## config.mk

```make
export PLATFORM = sky130hd
export DESIGN_NAME = dijeljenje_seq_flat
export DESIGN_NICKNAME = d
export VERILOG_FILES = /design/src/rtl/dijeljenje_seq_if.sv /design/src/rtl/dijeljenje_seq.sv /design/src/flat_wrapper.sv
export SDC_FILE = /design/constraint.sdc
export NUM_CORES = 1
export LEC_CHECK = 0
export CORE_UTILIZATION = 58
export CTS_BUF_LIST = sky130_fd_sc_hd__clkbuf_2
export CTS_CLUSTER_SIZE = 12
export DETAILED_ROUTE_END_ITERATION = 10
export GPL_TIMING_DRIVEN = 0
export HOLD_SLACK_MARGIN = 0.03
export PLACE_DENSITY = 0.82
export RECOVER_POWER = 50
export SETUP_SLACK_MARGIN = 0.05
export SLEW_MARGIN = 20
export SYNTH_ARGS = -nofsm -noshare
export SYNTH_HDL_FRONTEND = slang
export SYNTH_SLANG_ARGS = --single-unit
```

## constraint.sdc

```tcl
create_clock -name clk -period 2.5 [get_ports clk]
set_input_delay 0.75 -clock clk [delete_from_list [all_inputs] [get_ports clk]]
set_output_delay 0.75 -clock clk [all_outputs]
set_load 0.005 [all_outputs]
```

## src/rtl/dijeljenje_seq_if.sv

```systemverilog
// Handshake and operand/result bundle for the sequential sign-magnitude divider.
interface dijeljenje_seq_if #(
    parameter int W = 16
);
    logic         start;
    logic [W-1:0] dividend;
    logic [W-1:0] divisor;
    logic         busy;
    logic         done;
    logic [W-1:0] quotient;
    logic         div_by_zero;
    logic         overflow;

    modport master (
        output start, dividend, divisor,
        input  busy, done, quotient, div_by_zero, overflow
    );

    modport slave (
        input  start, dividend, divisor,
        output busy, done, quotient, div_by_zero, overflow
    );
endinterface

```

## src/rtl/dijeljenje_seq.sv

```systemverilog
// Restoring sign-magnitude fixed-point divider, one quotient bit per clock.
// Result is formed in the DONE state and registered together with the done pulse.
module dijeljenje_seq #(
    parameter int W    = 16,
    parameter int FRAC = 10
) (
    input  logic             clk,
    input  logic             rst,
    dijeljenje_seq_if.slave  bus
);
    localparam int N  = W - 1 + FRAC;
    localparam int CW = $clog2(N + 1);

    typedef enum logic [1:0] {
        S_IDLE = 2'b00,
        S_CALC = 2'b01,
        S_DONE = 2'b10
    } state_t;

    state_t         state_q, state_d;
    logic [N-1:0]   num_q, num_d;
    logic [W-2:0]   dvs_q, dvs_d;
    logic [W-2:0]   rem_q, rem_d;
    logic [N-1:0]   quo_q, quo_d;
    logic [CW-1:0]  cnt_q, cnt_d;
    logic           sign_q, sign_d;
    logic           dz_q, dz_d;

    logic           busy_q, busy_d;
    logic           done_q, done_d;
    logic           dzo_q, dzo_d;
    logic           ovf_q, ovf_d;
    logic [W-1:0]   quot_q, quot_d;

    logic [W-1:0]   rem_shift_s;
    logic [W-2:0]   mag_s;
    logic           ovf_s;

    // Next-state, datapath iteration and result formation
    always_comb begin
        state_d     = state_q;
        num_d       = num_q;
        dvs_d       = dvs_q;
        rem_d       = rem_q;
        quo_d       = quo_q;
        cnt_d       = cnt_q;
        sign_d      = sign_q;
        dz_d        = dz_q;
        done_d      = 1'b0;
        dzo_d       = dzo_q;
        ovf_d       = ovf_q;
        quot_d      = quot_q;
        rem_shift_s = {rem_q, num_q[N-1]};
        mag_s       = '0;
        ovf_s       = 1'b0;

        case (state_q)
            S_IDLE: begin
                if (bus.start) begin
                    sign_d = bus.dividend[W-1] ^ bus.divisor[W-1];
                    num_d  = {bus.dividend[W-2:0], {FRAC{1'b0}}};
                    dvs_d  = bus.divisor[W-2:0];
                    rem_d  = '0;
                    quo_d  = '0;
                    cnt_d  = '0;
                    if (bus.divisor[W-2:0] == '0) begin
                        dz_d    = 1'b1;
                        state_d = S_DONE;
                    end else begin
                        dz_d    = 1'b0;
                        state_d = S_CALC;
                    end
                end else begin
                    state_d = S_IDLE;
                end
            end

            S_CALC: begin
                num_d = {num_q[N-2:0], 1'b0};
                // Remainder never exceeds the divisor, so W-1 bits hold it after the subtract
                if (rem_shift_s >= {1'b0, dvs_q}) begin
                    rem_d = rem_shift_s[W-2:0] - dvs_q;
                    quo_d = {quo_q[N-2:0], 1'b1};
                end else begin
                    rem_d = rem_shift_s[W-2:0];
                    quo_d = {quo_q[N-2:0], 1'b0};
                end
                cnt_d = cnt_q + CW'(1);
                if (cnt_q == CW'(N - 1)) begin
                    state_d = S_DONE;
                end else begin
                    state_d = S_CALC;
                end
            end

            S_DONE: begin
                if (dz_q) begin
                    mag_s = '1;
                    ovf_s = 1'b0;
                end else if (|quo_q[N-1:W-1]) begin
                    mag_s = '1;
                    ovf_s = 1'b1;
                end else begin
                    mag_s = quo_q[W-2:0];
                    ovf_s = 1'b0;
                end
                quot_d  = {sign_q & (mag_s != '0), mag_s};
                dzo_d   = dz_q;
                ovf_d   = ovf_s;
                done_d  = 1'b1;
                state_d = S_IDLE;
            end

            default: begin
                state_d = S_IDLE;
            end
        endcase

        busy_d = (state_d == S_CALC);
    end

    // State, datapath and output registers with synchronous reset
    always_ff @(posedge clk) begin
        if (rst) begin
            state_q <= S_IDLE;
            num_q   <= '0;
            dvs_q   <= '0;
            rem_q   <= '0;
            quo_q   <= '0;
            cnt_q   <= '0;
            sign_q  <= 1'b0;
            dz_q    <= 1'b0;
            busy_q  <= 1'b0;
            done_q  <= 1'b0;
            dzo_q   <= 1'b0;
            ovf_q   <= 1'b0;
            quot_q  <= '0;
        end else begin
            state_q <= state_d;
            num_q   <= num_d;
            dvs_q   <= dvs_d;
            rem_q   <= rem_d;
            quo_q   <= quo_d;
            cnt_q   <= cnt_d;
            sign_q  <= sign_d;
            dz_q    <= dz_d;
            busy_q  <= busy_d;
            done_q  <= done_d;
            dzo_q   <= dzo_d;
            ovf_q   <= ovf_d;
            quot_q  <= quot_d;
        end
    end

    assign bus.busy        = busy_q;
    assign bus.done        = done_q;
    assign bus.quotient    = quot_q;
    assign bus.div_by_zero = dzo_q;
    assign bus.overflow    = ovf_q;
endmodule
```

## src/flat_wrapper.sv

```systemverilog
// flat-port wrapper written by rule: the top's interface ports become plain ports
module dijeljenje_seq_flat 
#(
    parameter int W    = 16,
    parameter int FRAC = 10
)
  (clk, rst, bus_start, bus_dividend, bus_divisor, bus_busy, bus_done, bus_quotient, bus_div_by_zero, bus_overflow);
  dijeljenje_seq_if #(.W(W)) bus_i ();
  input  logic clk;
  input  logic rst;
  input wire logic [$bits(bus_i.start)-1:0] bus_start;
  input wire logic [$bits(bus_i.dividend)-1:0] bus_dividend;
  input wire logic [$bits(bus_i.divisor)-1:0] bus_divisor;
  output wire logic [$bits(bus_i.busy)-1:0] bus_busy;
  output wire logic [$bits(bus_i.done)-1:0] bus_done;
  output wire logic [$bits(bus_i.quotient)-1:0] bus_quotient;
  output wire logic [$bits(bus_i.div_by_zero)-1:0] bus_div_by_zero;
  output wire logic [$bits(bus_i.overflow)-1:0] bus_overflow;
  assign bus_i.start = bus_start;
  assign bus_i.dividend = bus_dividend;
  assign bus_i.divisor = bus_divisor;
  assign bus_busy = bus_i.busy;
  assign bus_done = bus_i.done;
  assign bus_quotient = bus_i.quotient;
  assign bus_div_by_zero = bus_i.div_by_zero;
  assign bus_overflow = bus_i.overflow;
  dijeljenje_seq #(.W(W), .FRAC(FRAC)) u_core (.clk(clk), .rst(rst), .bus(bus_i));
endmodule
```

==> impl_metrics.yaml, run 1 <==
outcome:
  status: "complete, no violations"
placement:
  place_inst: 758
  io_buffers: 53
  dpl.hpwl_um: 8907
  post-place-ws_ns: -0.3517
  gp_congestion: 0.9066
clock_network:
  clk_pin_slew_ns: 0.27
  clk_latency_ns: 0.59
  cts_tree: "done"
  cts_buffers: 9
  clock-sinks: 99
  htreeDepth: 3
  clock-root-buffer: "clkbuf_2"
  cts_hold_buf: 0
  max-clock-path-buffers: 2
synth:
  syn-instance-count: 603
  yosysWarnings: 0
  syn_nets: 656
  avgSynthCellArea_um2: 7.852
  async_flop_share: 0
  synth-edff-count: 0
  syn_area_um2: 4735
  ys_seq_area_frac: 0.4186
  ys_ff_latch: 99
  synth.distinct_cells: 58
  ys.flop_type: "dfxtp_1"
sta:
  final.setup.worst_slack_ns: 0.01187
  fmax_mhz: 401.9
  maxSlewViolCount: 0
  rsz0062_at_grt: "yes"
  period_share: 0.9953
  hold_viol: 0
  min_period_ns: 2.488
  fin_hold_ws_ns: 0.4756
  maxSlewHeadroom: 0.5786
  setup_viol: 0
  fin_worst_skew_ns: 0.02700
  worstMarginPinSlew_ns: 0.6298
worst_setup_path:
  cp_slowest_cell: "dfxtp_2"
  critPathKind: "reg2reg"
  crit_arrival_ns: 3.01
  worstPathMaxFanout: 5
  required_ns: 3.03
  crit_chain: "inv_2 -> ha_4 -> inv_2 -> fa_2 -> a211oi_2 -> o211ai_1 -> a31oi_2 -> o221ai_4 -> buf_4 -> mux2i_1 -> a22o_1"
  cp_common_cell: "inv_2"
  crit_path_end_kind: "flip-flop"
  slowest_delay_ns: 0.38
  startpoint_type: "flip-flop"
  cp_num_buf_inv: 3
  path_delay_family: "compound AO/OA/AOI/OAI gates"
detailed_routing:
  ant_nets: 0
  drt-pass1-iter-count: 5
  routed_wl_um: 12490
  via_per_inst: 5.982
  wl_per_cell_um: 16.01
  drtIter0Drc: 391
  num_vias: 4666
  drc: 0
final_layout:
  drive_gt1_frac: 0.06342
  diodes: 0
  final_cell_mix: "nand2_1 (107), dfxtp_1 (97), a21oi_1 (79)"
  layout.cells.non_filler: 780
  layout_commonest_cell: "nand2_1"
  syn2layout_area_growth_pct: 17.89
  nets: 727
floorplanning:
  boundaryPins: 55
  initial_core_util: 0.6064
  die_w_um: 92.35
  dieArea_um2: 8529
  core_um2: 7807
  fp.dieH_um: 92.35
  rows: 32
global_routing:
  antenna_found_initial: 0
  track_usage: 0.3003
  first_global_vias: 4458
  gr-total-overflow: 0
  grt_pass1_wl_um: 20360
  grt_max_degree: 17
power_and_ir_drop:
  vdd_ir_drop_max_v: 0.0009518
  power_density_nw_per_um2: 1062
  leakagePower_nw: 1.986
flow_run:
  maxCapViolCount: 0
min_path:
  hold_path_class: "reg2reg"
-- per-layer routing --
layer  GRT usage  routed length (um)
met1      0.3835                5544
met2      0.4951                5867
met3     0.06158                 750
met4      0.1211                 325
met5           0                   0
-- Yosys cell counts, types with 5 or more instances --
library cell / count / area [um^2]
nand2_1: 107 / 401.6
dfxtp_1: 99 / 1982
a21oi_1: 79 / 395.4
nor2_1: 43 / 161.4
nor3_1: 36 / 180.2
nand3_1: 35 / 175.2
clkbuf_1: 32 / 120.1
inv_1: 23 / 86.33
ha_1: 17 / 212.7
a22oi_1: 16 / 120.1
mux2i_1: 11 / 110.1
o21ai_1: 10 / 50.05
nor4_1: 9 / 56.30
o211ai_1: 8 / 60.06
nand4_1: 7 / 43.79
o21ai_0: 6 / 30.03
o21a_1: 5 / 37.54
xnor2_1: 5 / 43.79
-- logic make-up after synthesis --
| family | count (synthesis) | synth area share |
|---|---|---|
| buffers and inverters | 64 | 0.05470 |
| multiplexers | 12 | 0.02564 |
| XOR/XNOR | 8 | 0.01480 |
| AND/OR/NAND/NOR | 256 | 0.2463 |
| AO/OA/AOI/OAI | 146 | 0.1908 |
| adder cells (fa/ha/maj) | 18 | 0.04915 |
| flip-flops | 99 | 0.4186 |
-- area by class of cell --
cell class                      count  area (um^2)
Fill cell                         638         2226
Tap cell                          102        127.6
Clock buffer                       10        50.05
Buffer                             41        176.4
Sequential cell                    99         1984
Multi-Input combinational cell    440         2519
Timing Repair Buffer               60        600.6
Inverter                           23        86.33
Clock inverter                      5        37.54
-- worst paths after layout --
check | from | endpoint | slack [ns] | cells after the start
worst max-delay path | u_core.num_q[24]$_SDFFE_PP0P_ | u_core.rem_q[0]$_SDFFE_PP0P_ | 0.01 | 11
worst max register to register | u_core.num_q[24]$_SDFFE_PP0P_ | u_core.rem_q[0]$_SDFFE_PP0P_ | 0.01 | 11
worst min register to register | u_core.dvs_q[13]$_SDFFE_PP0P_ | u_core.dvs_q[13]$_SDFFE_PP0P_ | 0.48 | 2
worst min-delay path | u_core.dvs_q[13]$_SDFFE_PP0P_ | u_core.dvs_q[13]$_SDFFE_PP0P_ | 0.48 | 2
-- power breakdown --
group	total, mW	switching (mW)	internal (mW)
registers	1.83	0.108	1.72
logic	3.40	1.85	1.56
clock network	0.699	0.562	0.136
-- sequential cells by signal, summed over array words and instances (netlist names), 2 cells and up --
name	flops
u_core.num_q	15
u_core.rem_q	15
u_core.bus.quotient	16
u_core.state_q	2
u_core.cnt_q	5
u_core.dvs_q	15
u_core.quo_q	25
-- tightest hold or removal path, stage by stage, from the launching register on --
cell and delay, ns:
dfxtp_1 0.38, nand2_1 0.05, a21oi_1 0.05
-- per-stage QoR --
step	instance area, um^2	util	TNS, ns	power, mW
4_1_cts	5553	0.7112	0	5.844
3_5_place_dp	5393	0.6907	-4.501	4.762
6_report	5582	0.7149	0	5.928
5_1_grt	5582	0.7149	-0.3776	6.232
2_1_floorplan	4735	-	0	4.136
3_3_place_gp	5393	0.6907	-3.880	4.675
-- timing repair --
| action | CTS | global route |
|---|---|---|
| pin swaps | 6 | 6 |
| cloned | 1 | 0 |
| endpoints found under the setup margin | 16 | 16 |
| setup buffers | 4 | 2 |
| resized for setup | 7 | 6 |
No activity file was read; power rests on OpenSTA's default activity.
==> run 2, diff against run 1 <==
Settings changed: CORE_UTILIZATION 58 to 66, CTS_BUF_LIST sky130_fd_sc_hd__clkbuf_2 to sky130_fd_sc_hd__clkbuf_8, DONT_BUFFER_PORTS from default to 1.
==> run 2 against run 1 <==
Routed wire length down 4.5%; final cell count fell by 7.8%; die area shrank 12%; sequential share of layout area is 3.0 points higher; global-route usage increased by 3.0 points; clock power up 55%; register-to-register slack gained 0.04 ns; combinational power about the same; design area fell by 7.8%; clock skew shrank 0.013 ns; hold slack got worse by 0.017 ns; sequential cell count did not move; critical path type unchanged; highest routed layer unchanged.
==> impl_metrics.yaml, run 2 (synthesis results as in run 1) <==
detailed_routing:
  num_vias: 4483
  routed_wl_um: 11920
  via_per_inst: 6.235
  drtIter0Drc: 353
  drt-pass1-iter-count: 5
  ant_nets: 0
  wl_per_cell_um: 16.58
  drc: 0
worst_setup_path:
  cp_common_cell: "inv_2"
  required_ns: 2.78
  crit_path_end_kind: "flip-flop"
  slowest_delay_ns: 0.35
  critPathKind: "reg2reg"
  worstPathMaxFanout: 5
  cp_slowest_cell: "fa_2"
  crit_chain: "inv_2 -> ha_4 -> inv_2 -> fa_2 -> a211oi_2 -> o211ai_1 -> a31oi_2 -> o221ai_4 -> buf_4 -> mux2i_1 -> a22o_1"
  startpoint_type: "flip-flop"
  crit_arrival_ns: 2.73
  reg2reg_depth: 11
final_layout:
  syn2layout_area_growth_pct: 8.721
  largest_register_ffs: 25
  nets: 671
  final_cell_area_um2: 5147
  fillers: 523
  drive_gt1_frac: 0.06581
  largest-register: "u_core.quo_q"
  final_util: 0.7494
  diodes: 0
  final_cell_mix: "nand2_1 (107), dfxtp_1 (98), a21oi_1 (79)"
  layout_commonest_cell: "nand2_1"
clock_network:
  max-clock-path-buffers: 2
  clock-sinks: 99
  cts_tree: "done"
  cts_buffers: 9
  clk_latency_ns: 0.38
  clk_pin_slew_ns: 0.10
  htreeDepth: 3
  cts_hold_buf: 0
  clock-root-buffer: "clkbuf_8"
placement:
  dpl.hpwl_um: 8337
  post-place-ws_ns: -0.07757
  io_buffers: 0
  gp_congestion: 0.9069
  place_area_um2: 4855
global_routing:
  first_global_vias: 4019
  grt_max_degree: 19
  grt_pass1_wl_um: 19210
  gr-total-overflow: 0
  track_usage: 0.3303
  antenna_found_initial: 0
sta:
  min_period_ns: 2.450
  period_share: 0.9800
  fmax_mhz: 408.2
  final.setup.worst_slack_ns: 0.04996
  setup_viol: 0
  maxSlewHeadroom: 0.5703
  rsz0062_at_grt: "yes"
  hold_viol: 0
  worstMarginPinSlew_ns: 0.6411
  fin_worst_skew_ns: 0.01427
  maxSlewViolCount: 0
floorplanning:
  boundaryPins: 55
  fp.dieH_um: 86.70
  rows: 30
  dieArea_um2: 7516
  core_um2: 6869
  die_w_um: 86.70
  initial_core_util: 0.6893
flow_run:
  maxCapViolCount: 0
power_and_ir_drop:
  p_int_mw: 3.754
  leakagePower_nw: 1.825
  clockPowerShare: 0.171
  power_density_nw_per_um2: 1229
  p_total_mw: 6.329
  vdd_ir_drop_max_v: 0.0006977
  p_sw_frac: 0.4068
  power.switching_mw: 2.574
  combPwrFrac: 0.541
  seqPwrFrac: 0.289
outcome:
  status: "complete, no violations"
min_path:
  min_path_cells: 2
  hold_path_class: "reg2reg"
run 2: cell count changes in the layout (fill, tap and decap cells not counted), sizes merged:
cell           delta
buf               -3
bufinv            +1
clkbuf            -1
clkdlybuf4s50    -52
clkinvlp          -1
dlygate4sd3       -1
inv               +2
run 2: area by class of cell:
cell class | count | area, um^2 | area share
Clock buffer | 9 | 123.9 | 0.02406
Multi-Input combinational cell | 440 | 2530 | 0.4915
Tap cell | 96 | 120.1 | 0.02333
Clock inverter | 7 | 80.08 | 0.01556
Sequential cell | 99 | 1983 | 0.3853
Timing Repair Buffer | 4 | 47.55 | 0.009237
Inverter | 23 | 86.33 | 0.01677
Buffer | 41 | 176.4 | 0.03427
run 2: per-stage QoR:
step                hold slack, ns  setup TNS (ns)  cells
floorplan                   0.4360               0    603
global placement            0.4436        -0.03899    699
detailed placement          0.4478         -0.2540    699
CTS                         0.4619               0    719
global route                0.4759        -0.07227    719
finish                      0.4590               0    719
run 2: worst max-delay path, delay by kind of cell, from the launching register on:
family | cells | cell delay [ns]
fa+ha+maj | 2 | 0.50
buf+inv | 3 | 0.31
mux | 1 | 0.12
compound gates | 5 | 1.09
flops | 1 | 0.33
run 2: timing repair:
| action | CTS | global route |
|---|---|---|
| setup buffers | 3 | 0 |
| pin swaps | 6 | 6 |
| cloned | 1 | 0 |
| endpoints found under the setup margin | 14 | 16 |
| gates resized for setup | 6 | 7 |
run 2: power by group through the flow:
stage | Sequential (mW) | Combinational [mW] | Clock (mW)
4_1_cts | 1.82 | 3.26 | 1.09
3_3_place_gp | 1.85 | 2.76 | 0
5_1_grt | 1.84 | 3.65 | 1.14
6_report | 1.83 | 3.42 | 1.08
3_5_place_dp | 1.85 | 2.84 | 0
2_1_floorplan | 1.82 | 2.31 | 0
run 2: final timing paths:
kind / end / from / slack [ns]
worst max-delay path: u_core.rem_q[0]$_SDFFE_PP0P_ / u_core.num_q[24]$_SDFFE_PP0P_ / 0.05
worst min-delay path: u_core.num_q[16]$_SDFFE_PP0P_ / u_core.num_q[16]$_SDFFE_PP0P_ / 0.46
worst max register to register: u_core.rem_q[0]$_SDFFE_PP0P_ / u_core.num_q[24]$_SDFFE_PP0P_ / 0.05
worst min register to register: u_core.num_q[16]$_SDFFE_PP0P_ / u_core.num_q[16]$_SDFFE_PP0P_ / 0.46
run 2: per-layer routing:
layer	up-vias	share of wire	global-route usage	routed length [um]
met5	-	0	0	0
met4	0	0.027	0.1348	325
met3	30	0.077	0.06286	918
met2	199	0.46	0.5281	5439
met1	2098	0.44	0.4400	5238
li1	2156	-	-	-
==> run 3, diff against run 2 <==
Settings changed: CAP_MARGIN from default to 10, GPL_ROUTABILITY_DRIVEN from default to 0.
==> run 3 against run 2 <==
Fmax up 0.81%; design area down 0.27%; count of clock-buffer cells in the layout up 1; sequential share of layout area up 0.13 points; clock power about the same; setup slack better by 0.020 ns; clock skew about the same; largest cell class unchanged.
==> impl_metrics.yaml, run 3 (synthesis results as in run 1) <==
outcome:
  status: "complete, no violations"
final_layout:
  nets: 671
  diodes: 0
  largest-register: "u_core.quo_q"
  drive_gt1_frac: 0.06260
  syn2layout_area_growth_pct: 8.430
  largest_register_ffs: 25
  layout_commonest_cell: "nand2_1"
  fillers: 538
  final_cell_mix: "nand2_1 (107), dfxtp_1 (97), a21oi_1 (79)"
floorplanning:
  die_w_um: 86.70
  rows: 30
  core_um2: 6869
  boundaryPins: 55
  dieArea_um2: 7516
  fp.dieH_um: 86.70
  initial_core_util: 0.6893
global_routing:
  first_global_vias: 3992
  grt_pass1_wl_um: 18930
  gr-total-overflow: 0
  track_usage: 0.3268
  grt_max_degree: 17
  antenna_found_initial: 0
sta:
  final.setup.worst_slack_ns: 0.06957
  maxSlewViolCount: 0
  worstMarginPinSlew_ns: 0.6209
  min_period_ns: 2.430
  maxSlewHeadroom: 0.5845
  period_share: 0.9722
  fin_setup_tns_ns: 0
  rsz0062_at_grt: "yes"
  fin_worst_skew_ns: 0.01382
  fmax_mhz: 411.5
  hold_viol: 0
  fin_hold_ws_ns: 0.4590
  setup_viol: 0
detailed_routing:
  ant_nets: 0
  routed_wl_um: 11910
  via_per_inst: 6.206
  drt-pass1-iter-count: 5
  drc: 0
  wl_per_cell_um: 16.56
  num_vias: 4462
  drtIter0Drc: 515
worst_setup_path:
  crit_arrival_ns: 2.67
  worstPathMaxFanout: 5
  cp_num_buf_inv: 3
  r2r-start: "u_core.num_q[24]$_SDFFE_PP0P_"
  critPathKind: "reg2reg"
  crit_path_end_kind: "flip-flop"
  cp_common_cell: "inv_2"
  required_ns: 2.74
  path_delay_family: "compound AO/OA/AOI/OAI gates"
  startpoint_type: "flip-flop"
  cp-startpoint: "u_core.num_q[24]$_SDFFE_PP0P_"
  slowest_delay_ns: 0.38
  crit_chain: "inv_2 -> ha_4 -> inv_2 -> fa_2 -> a211oi_2 -> o211ai_1 -> a31oi_2 -> o221ai_4 -> buf_8 -> mux2i_2 -> o21ai_1"
  cp_slowest_cell: "fa_2"
power_and_ir_drop:
  power_density_nw_per_um2: 1209
  leakagePower_nw: 1.820
  vdd_ir_drop_max_v: 0.0006145
  p_total_mw: 6.205
placement:
  io_buffers: 0
  post-place-ws_ns: -0.05020
  dpl.hpwl_um: 8382
clock_network:
  htreeDepth: 3
  clock-sinks: 99
  clk_latency_ns: 0.37
  clock-root-buffer: "clkbuf_8"
  cts_tree: "done"
  max-clock-path-buffers: 2
  clk_pin_slew_ns: 0.09
  cts_buffers: 9
min_path:
  hold_path_class: "reg2reg"
  min-delay-start: "u_core.dvs_q[2]$_SDFFE_PP0P_"
flow_run:
  maxCapViolCount: 0
## run 3: changes by cell type in the layout (fill, tap and decap cells not counted)
cell / change
and2_1: -1
mux2i_1: +1
inv_8: -2
clkinv_2: -1
dfxtp_1: -1
and2_0: +1
mux2i_4: -1
inv_6: -1
clkbuf_8: +1
clkbuf_1: +1
clkinv_4: +2
inv_1: +1
buf_2: -1
dfxtp_2: +1
## run 3: final timing paths
| path | to | slack [ns] | depth (start not counted) |
|---|---|---|---|
| max reg2reg | u_core.rem_q[10]$_SDFFE_PP0P_ | 0.07 | 11 |
| max | u_core.rem_q[10]$_SDFFE_PP0P_ | 0.07 | 11 |
| min reg2reg | u_core.dvs_q[2]$_SDFFE_PP0P_ | 0.46 | 2 |
| min | u_core.dvs_q[2]$_SDFFE_PP0P_ | 0.46 | 2 |
## run 3: timing repair
action                                  CTS  global route
pin swaps                                 2             5
hold buffers                              0             0
resized for setup                         4             6
setup buffers                             0             3
endpoints found under the setup margin   14            16
cloned                                    0             1
## run 3: worst min-delay path, cell delays in order, from the launching register on
cell and delay [ns]:
dfxtp_1 0.32, nand2_1 0.05, a21oi_1 0.05
## run 3: cell type report
| cell class | count | area, um^2 | area share |
|---|---|---|---|
| Buffer | 41 | 175.2 | 0.03412 |
| Clock buffer | 10 | 137.6 | 0.02681 |
| Clock inverter | 6 | 65.06 | 0.01267 |
| Inverter | 23 | 86.33 | 0.01682 |
| Multi-Input combinational cell | 440 | 2517 | 0.4904 |
| Sequential cell | 99 | 1984 | 0.3865 |
| Tap cell | 96 | 120.1 | 0.02340 |
| Timing Repair Buffer | 4 | 47.55 | 0.009262 |
## run 3: routing by layer
| metal | track usage | routed length, um | up-vias | part of all wire |
|---|---|---|---|---|
| li1 | - | - | 2145 | - |
| met1 | 0.4289 | 5083 | 2066 | 0.43 |
| met4 | 0.1258 | 347 | 0 | 0.029 |
| met3 | 0.08762 | 1014 | 34 | 0.085 |
| met2 | 0.5152 | 5462 | 217 | 0.46 |
| met5 | 0 | 0 | - | 0 |
## run 3: per-stage QoR
step	instances	utilization	instance area (um^2)
2_1_floorplan	603	-	4735
3_3_place_gp	699	0.7067	4855
3_5_place_dp	699	0.7067	4855
4_1_cts	715	0.7384	5072
5_1_grt	719	0.7474	5134
6_report	719	0.7474	5134
## run 3: report_power, final
group          switching, mW  total (mW)  internal [mW]
logic                   1.83        3.34           1.50
registers              0.107        1.82           1.71
clock network          0.556        1.05          0.492
total                   2.50        6.21           3.71
